[src/rtl/mouse_tracker.sv]
// Cursor tracker: turns decoded PS/2 mouse packets into a clamped absolute position,
// latches button presses until acknowledged and queues position snapshots in an event FIFO.
module mouse_tracker #(
    parameter int unsigned WIDTH       = 1280,
    parameter int unsigned HEIGHT      = 1024,
    parameter int unsigned FIFO_DEPTH  = 4,
    parameter int unsigned SCALE_SHIFT = 0,
    parameter bit          INVERT_Y    = 1'b1,
    localparam int unsigned X_W        = $clog2(WIDTH),
    localparam int unsigned Y_W        = $clog2(HEIGHT)
) (
    input  logic           clk_i,
    input  logic           rstn_i,
    input  logic           pkt_valid_i,
    input  logic [8:0]     pkt_dx_i,
    input  logic [8:0]     pkt_dy_i,
    input  logic [2:0]     pkt_btn_i,
    input  logic           pkt_xov_i,
    input  logic           pkt_yov_i,
    input  logic           set_valid_i,
    input  logic [X_W-1:0] set_x_i,
    input  logic [Y_W-1:0] set_y_i,
    input  logic           ack_i,
    output logic [X_W-1:0] x_o,
    output logic [Y_W-1:0] y_o,
    output logic [2:0]     btn_o,
    output logic [2:0]     btn_sticky_o,
    output logic           evt_valid_o,
    input  logic           evt_ready_i,
    output logic [X_W-1:0] evt_x_o,
    output logic [Y_W-1:0] evt_y_o,
    output logic [2:0]     evt_btn_o,
    output logic           evt_overflow_o,
    output logic           irq_o
);

    localparam int unsigned DW = 13;
    localparam int unsigned SW = ((X_W > Y_W) ? X_W : Y_W) + 3;
    localparam int unsigned AW = $clog2(FIFO_DEPTH);
    localparam int unsigned EW = X_W + Y_W + 3;
    localparam logic signed [SW-1:0] XMAX = SW'(WIDTH - 1);
    localparam logic signed [SW-1:0] YMAX = SW'(HEIGHT - 1);

    // An overflowed axis saturates to full-scale in the direction of the raw delta.
    function automatic logic signed [DW-1:0] scale_delta(input logic [8:0] raw, input logic ovf);
        logic signed [DW-1:0] mag;
        mag = ovf ? (raw[8] ? -13'sd255 : 13'sd255) : DW'($signed(raw));
        return mag <<< SCALE_SHIFT;
    endfunction

    logic                 s1_valid_q;
    logic signed [DW-1:0] s1_dx_q, s1_dy_q;
    logic [2:0]           s1_btn_q;
    logic signed [DW-1:0] dy_scaled;

    always_comb begin
        dy_scaled = scale_delta(pkt_dy_i, pkt_yov_i);
        if (INVERT_Y) dy_scaled = -dy_scaled;
    end

    always_ff @(posedge clk_i or negedge rstn_i) begin
        if (!rstn_i) begin
            s1_valid_q <= 1'b0;
            s1_dx_q    <= '0;
            s1_dy_q    <= '0;
            s1_btn_q   <= '0;
        end else begin
            s1_valid_q <= pkt_valid_i;
            if (pkt_valid_i) begin
                s1_dx_q  <= scale_delta(pkt_dx_i, pkt_xov_i);
                s1_dy_q  <= dy_scaled;
                s1_btn_q <= pkt_btn_i;
            end
        end
    end

    logic [X_W-1:0]       x_q, x_d, x_sum_clamped, x_warp;
    logic [Y_W-1:0]       y_q, y_d, y_sum_clamped, y_warp;
    logic [2:0]           btn_q, btn_d, sticky_q, sticky_d;
    logic signed [SW-1:0] sum_x, sum_y;
    logic                 push;

    always_comb begin
        sum_x = $signed(SW'(x_q)) + SW'(s1_dx_q);
        sum_y = $signed(SW'(y_q)) + SW'(s1_dy_q);
        if (sum_x < 0)         x_sum_clamped = '0;
        else if (sum_x > XMAX) x_sum_clamped = X_W'(WIDTH - 1);
        else                   x_sum_clamped = X_W'(sum_x);
        if (sum_y < 0)         y_sum_clamped = '0;
        else if (sum_y > YMAX) y_sum_clamped = Y_W'(HEIGHT - 1);
        else                   y_sum_clamped = Y_W'(sum_y);
        x_warp = ({1'b0, set_x_i} > (X_W + 1)'(WIDTH - 1))  ? X_W'(WIDTH - 1)  : set_x_i;
        y_warp = ({1'b0, set_y_i} > (Y_W + 1)'(HEIGHT - 1)) ? Y_W'(HEIGHT - 1) : set_y_i;
    end

    // Warp overrides the commit's position only; the commit's buttons and event still go through.
    always_comb begin
        x_d      = x_q;
        y_d      = y_q;
        btn_d    = btn_q;
        sticky_d = ack_i ? 3'b000 : sticky_q;
        push     = 1'b0;
        if (s1_valid_q) begin
            x_d      = x_sum_clamped;
            y_d      = y_sum_clamped;
            btn_d    = s1_btn_q;
            sticky_d = sticky_d | (s1_btn_q & ~btn_q);
            push     = 1'b1;
        end
        if (set_valid_i) begin
            x_d = x_warp;
            y_d = y_warp;
        end
    end

    always_ff @(posedge clk_i or negedge rstn_i) begin
        if (!rstn_i) begin
            x_q      <= X_W'(WIDTH / 2);
            y_q      <= Y_W'(HEIGHT / 2);
            btn_q    <= '0;
            sticky_q <= '0;
        end else begin
            x_q      <= x_d;
            y_q      <= y_d;
            btn_q    <= btn_d;
            sticky_q <= sticky_d;
        end
    end

    logic [EW-1:0] mem_q [FIFO_DEPTH];
    logic [AW:0]   wr_ptr_q, rd_ptr_q;
    logic          ovf_q, ovf_d;
    logic          empty, full, pop, push_ok, drop;

    always_comb begin
        empty   = (wr_ptr_q == rd_ptr_q);
        full    = (wr_ptr_q[AW] != rd_ptr_q[AW]) && (wr_ptr_q[AW-1:0] == rd_ptr_q[AW-1:0]);
        pop     = evt_ready_i & ~empty;
        push_ok = push & (~full | pop);
        drop    = push & full & ~pop;
        ovf_d   = drop ? 1'b1 : (ack_i ? 1'b0 : ovf_q);
    end

    always_ff @(posedge clk_i or negedge rstn_i) begin
        if (!rstn_i) begin
            wr_ptr_q <= '0;
            rd_ptr_q <= '0;
            ovf_q    <= 1'b0;
        end else begin
            if (push_ok) wr_ptr_q <= wr_ptr_q + 1'b1;
            if (pop)     rd_ptr_q <= rd_ptr_q + 1'b1;
            ovf_q <= ovf_d;
        end
    end

    always_ff @(posedge clk_i) begin
        if (push_ok) mem_q[wr_ptr_q[AW-1:0]] <= {x_d, y_d, btn_d};
    end

    assign {evt_x_o, evt_y_o, evt_btn_o} = mem_q[rd_ptr_q[AW-1:0]];
    assign evt_valid_o    = ~empty;
    assign evt_overflow_o = ovf_q;
    assign x_o            = x_q;
    assign y_o            = y_q;
    assign btn_o          = btn_q;
    assign btn_sticky_o   = sticky_q;
    assign irq_o          = ~empty | (|sticky_q);

endmodule
[config.mk]
export PLATFORM = sky130hd
export DESIGN_NAME = mouse_tracker
export DESIGN_NICKNAME = d
export VERILOG_FILES = /design/src/rtl/mouse_tracker.sv
export SDC_FILE = /design/constraint.sdc
export NUM_CORES = 1
export LEC_CHECK = 0
export CAP_MARGIN = 20
export CORE_MARGIN = 4
export CORE_UTILIZATION = 40
export DETAILED_ROUTE_END_ITERATION = 10
export PLACE_DENSITY_LB_ADDON = 0.15
export SETUP_SLACK_MARGIN = 0.3
export SLEW_MARGIN = 20
export SYNTH_ARGS = -nofsm -noshare
export SYNTH_HDL_FRONTEND = slang
export SYNTH_SLANG_ARGS = --single-unit
[constraint.sdc]
create_clock -name clk_i -period 3.1 [get_ports clk_i]
set_input_delay 0.62 -clock clk_i [delete_from_list [all_inputs] [get_ports clk_i]]
set_output_delay 0.62 -clock clk_i [all_outputs]
set_load 0.01 [all_outputs]
==> results_dict.tcl <==
set metrics [dict create \
    synth_edf_count 96 \
    viasPerCell 5.44 \
    r2r_setup_slack_ns 0.09 \
    diodes 0 \
    ys_seq_area_frac 0.588 \
    nFillCells 1489 \
    port_buffers 103 \
    dominantRegCellSynth "edfxtp_1" \
    fin_util 0.557 \
    p_sw_mw 2.80 \
    final_area_um2 10100 \
    synthTopCellsByCount "edfxtp_1 (96), dfrtp_1 (57), a21oi_1 (51), nor2_1 (39), inv_1 (33)" \
    clock_sinks 156 \
    num_io_pins 104 \
    leakage_nw 3.75 \
    synthDistinctLibCells 60 \
    setup_violations 0 \
    p_comb_frac 0.412 \
    grt_pass1_wl_um 28100 \
    worstPathRequired_ns 3.34 \
    path_class "reg -> reg" \
    synth-async-reset-ratio 0.385 \
    yosysMostFrequentCell "edfxtp_1" \
    netlist_area_um2 7460 \
    vias 5183 \
    die_w_um 145 \
    syn_to_final_growth_pct 35.3 \
    regArea_um2 4390 \
    syn_inst 568 \
    drv_cap 0 \
    p_int_mw 5.57 \
    clock_skew_ns 0.0108 \
    slew_viol_final 0 \
    drive_above_1_share 0.243 \
    endpoint_kind "flip-flop" \
    initial_core_util 0.411 \
    cts_htree_levels 4 \
    p_sw_frac 0.335 \
    worstSkewPairLatency_ns 0.43 \
    tightest_slew_ns 0.895 \
    antenna_found_initial 0 \
    drc 0 \
    gr-usage-all-layers 0.176 \
    cts_tree "done" \
    antenna_left 0 \
    final_cells 952 \
    path_clk_slew_ns 0.07 \
    root_buffer "clkbuf_16" \
    dp_hpwl_um 12500 \
    critPathArrivalTime_ns 3.24 \
    placementRows 49 \
    finalHoldViolCount 0 \
    power_frac_clock 0.235 \
    fin_crit_ns 3.01 \
    clk_path_buf_depth 2 \
    fin_setup_tns_ns 0 \
    start_kind "flip-flop" \
    synth_seq_cells 156 \
    rsz0062_at_grt "true" \
    drt-pass1-iter-count 5 \
    synth_top_cell_area_share 0.386 \
    fmax_mhz 333 \
    cts-buffers-inserted 17 \
    peakVddDrop_uv 392 \
    power_frac_seq 0.353 \
    die_h_um 145 \
    dieArea_um2 20900 \
    post_drt_wl_per_cell_um 19.0 \
    yosys.area.top_type "edfxtp_1" \
    status "completed" \
    place_congestion 0.882 \
    power_density_nw_per_um2 829 \
    core_area_um2 18100 \
    finalNetCount 790 \
    multi_input_area_um2 3310 \
    synth_area_leaders "edfxtp_1 (39%), dfrtp_1 (19%), mux4_2 (7.2%), ha_1 (4.7%), a21oi_1 (3.4%)" \
    crit_path_max_fanout 5 \
    overflow 0 \
    grt_max_degree 29 \
    dpl_cell_area_um2 8930 \
    ys_warn_count 0 \
    dr.first_iter.drc_count 283 \
    hold_class "in -> async" \
    postCtsHoldBufs 0 \
    min_period_over_period 0.970 \
    timing.slew.headroom 0.401 \
    syn_area_per_cell_um2 13.1 \
    placedCellCount 899 \
    grt_pass1_vias 5295 \
    wl_um 18100 \
    synth_fp_nets 648 \
]
[final timing paths]
check | depth (start not counted) | from | endpoint
max | 10 | x_o[4] | mem_q[0][19]
min | 1 | rstn_i | rd_ptr_q[2]
max reg2reg | 10 | x_o[4] | mem_q[0][19]
min reg2reg | 1 | btn_o[1] | btn_sticky_o[1]
max in group asynchronous | 2 | rstn_i | y_o[9]
min in group clk_i | 1 | btn_o[1] | btn_sticky_o[1]
[worst max-delay path, stage by stage (launching register included)]
cell	delay (ns)
dfrtp_2	0.44
ha_4	0.27
a21o_1	0.20
a2111oi_4	0.41
a21oi_2	0.17
and4_4	0.23
nor3_4	0.21
buf_4	0.16
o2bb2ai_4	0.14
nor3b_4	0.28
o32a_1	0.31
[cells by family (layout without fill, tap and decap cells)]
| kind of cell | count (synthesis) | in the layout | synth area share |
|---|---|---|---|
| buffers and inverters | 56 | 210 | 0.0282 |
| xor gates and xnor gates | 30 | 30 | 0.0352 |
| and+or+nand+nor | 112 | 113 | 0.0785 |
| DFF | 156 | 156 | 0.588 |
| AOI/OAI and AO/OA | 152 | 152 | 0.134 |
| muxes | 32 | 32 | 0.0843 |
| adders and majority gates | 30 | 30 | 0.0523 |
[state kept, by name (all words and copies together) (netlist names), 3 cells and up]
name / cells
btn_sticky_o: 3
y_o: 10
mem_q: 96
s1_dy_q: 13
x_o: 11
wr_ptr_q: 3
rd_ptr_q: 3
btn_o: 3
s1_dx_q: 9
s1_btn_q: 3
[routing by layer]
layer  wire length [um]  global-route usage  vias up
li1                   -                   -     2441
met4                265              0.0491        0
met3                908              0.0470       22
met2               8700               0.281      137
met1               8230               0.240     2583
met5                  0                   0        -
[final cells by class]
type / instances / area share
clock buffers: 19 / 0.0439
clock inverters: 13 / 0.0126
inverters: 33 / 0.0123
multi-input cells: 357 / 0.328
flip-flops and latches: 156 / 0.435
well taps: 229 / 0.0284
repair buffers: 145 / 0.140
[what timing repair did]
item                                    CTS  global route
pin swaps                                16            13
gates cloned                              0             1
resized for setup                        46            32
buffers inserted                         11             9
endpoints found under the setup margin  130           119
[cells in the final DEF (no fill, tap or decap), types with 6 or more instances in the layout]
cell type | synthesis | layout
clkbuf_16 | 0 | 17
ha_1 | 28 | 23
xor2_1 | 14 | 13
a21o_1 | 12 | 12
mux2_2 | 7 | 7
o22ai_2 | 0 | 10
nand2_1 | 22 | 20
o21ai_0 | 17 | 17
o21bai_1 | 6 | 6
a21oi_1 | 51 | 43
dfrtp_1 | 57 | 54
inv_1 | 33 | 32
nor3_1 | 13 | 11
nor2_1 | 39 | 35
mux4_2 | 24 | 24
xnor2_1 | 16 | 13
o21a_1 | 6 | 6
buf_4 | 0 | 34
a31oi_4 | 0 | 6
clkdlybuf4s50_1 | 0 | 101
edfxtp_1 | 96 | 96
[stage by stage]
step	power, mW	hold slack (ns)	setup slack (ns)
after floorplan	4.69	0.324	0.335
after global placement	5.96	0.460	0.0275
after detailed placement	6.01	0.472	-0.140
after CTS	8.27	0.154	0.100
after global routing	8.82	0.172	-0.0649
final	8.37	0.154	0.0927
[power groups by stage]
stage,combinational [mW],sequential [mW],clock [mW]
6_report,3.45,2.95,1.97
5_1_grt,3.71,3.00,2.11
4_1_cts,3.29,2.96,2.01
3_5_place_dp,3.02,3.00,0
3_3_place_gp,2.98,2.98,0
2_1_floorplan,1.75,2.94,0
No activity file was read; power rests on OpenSTA's default activity.
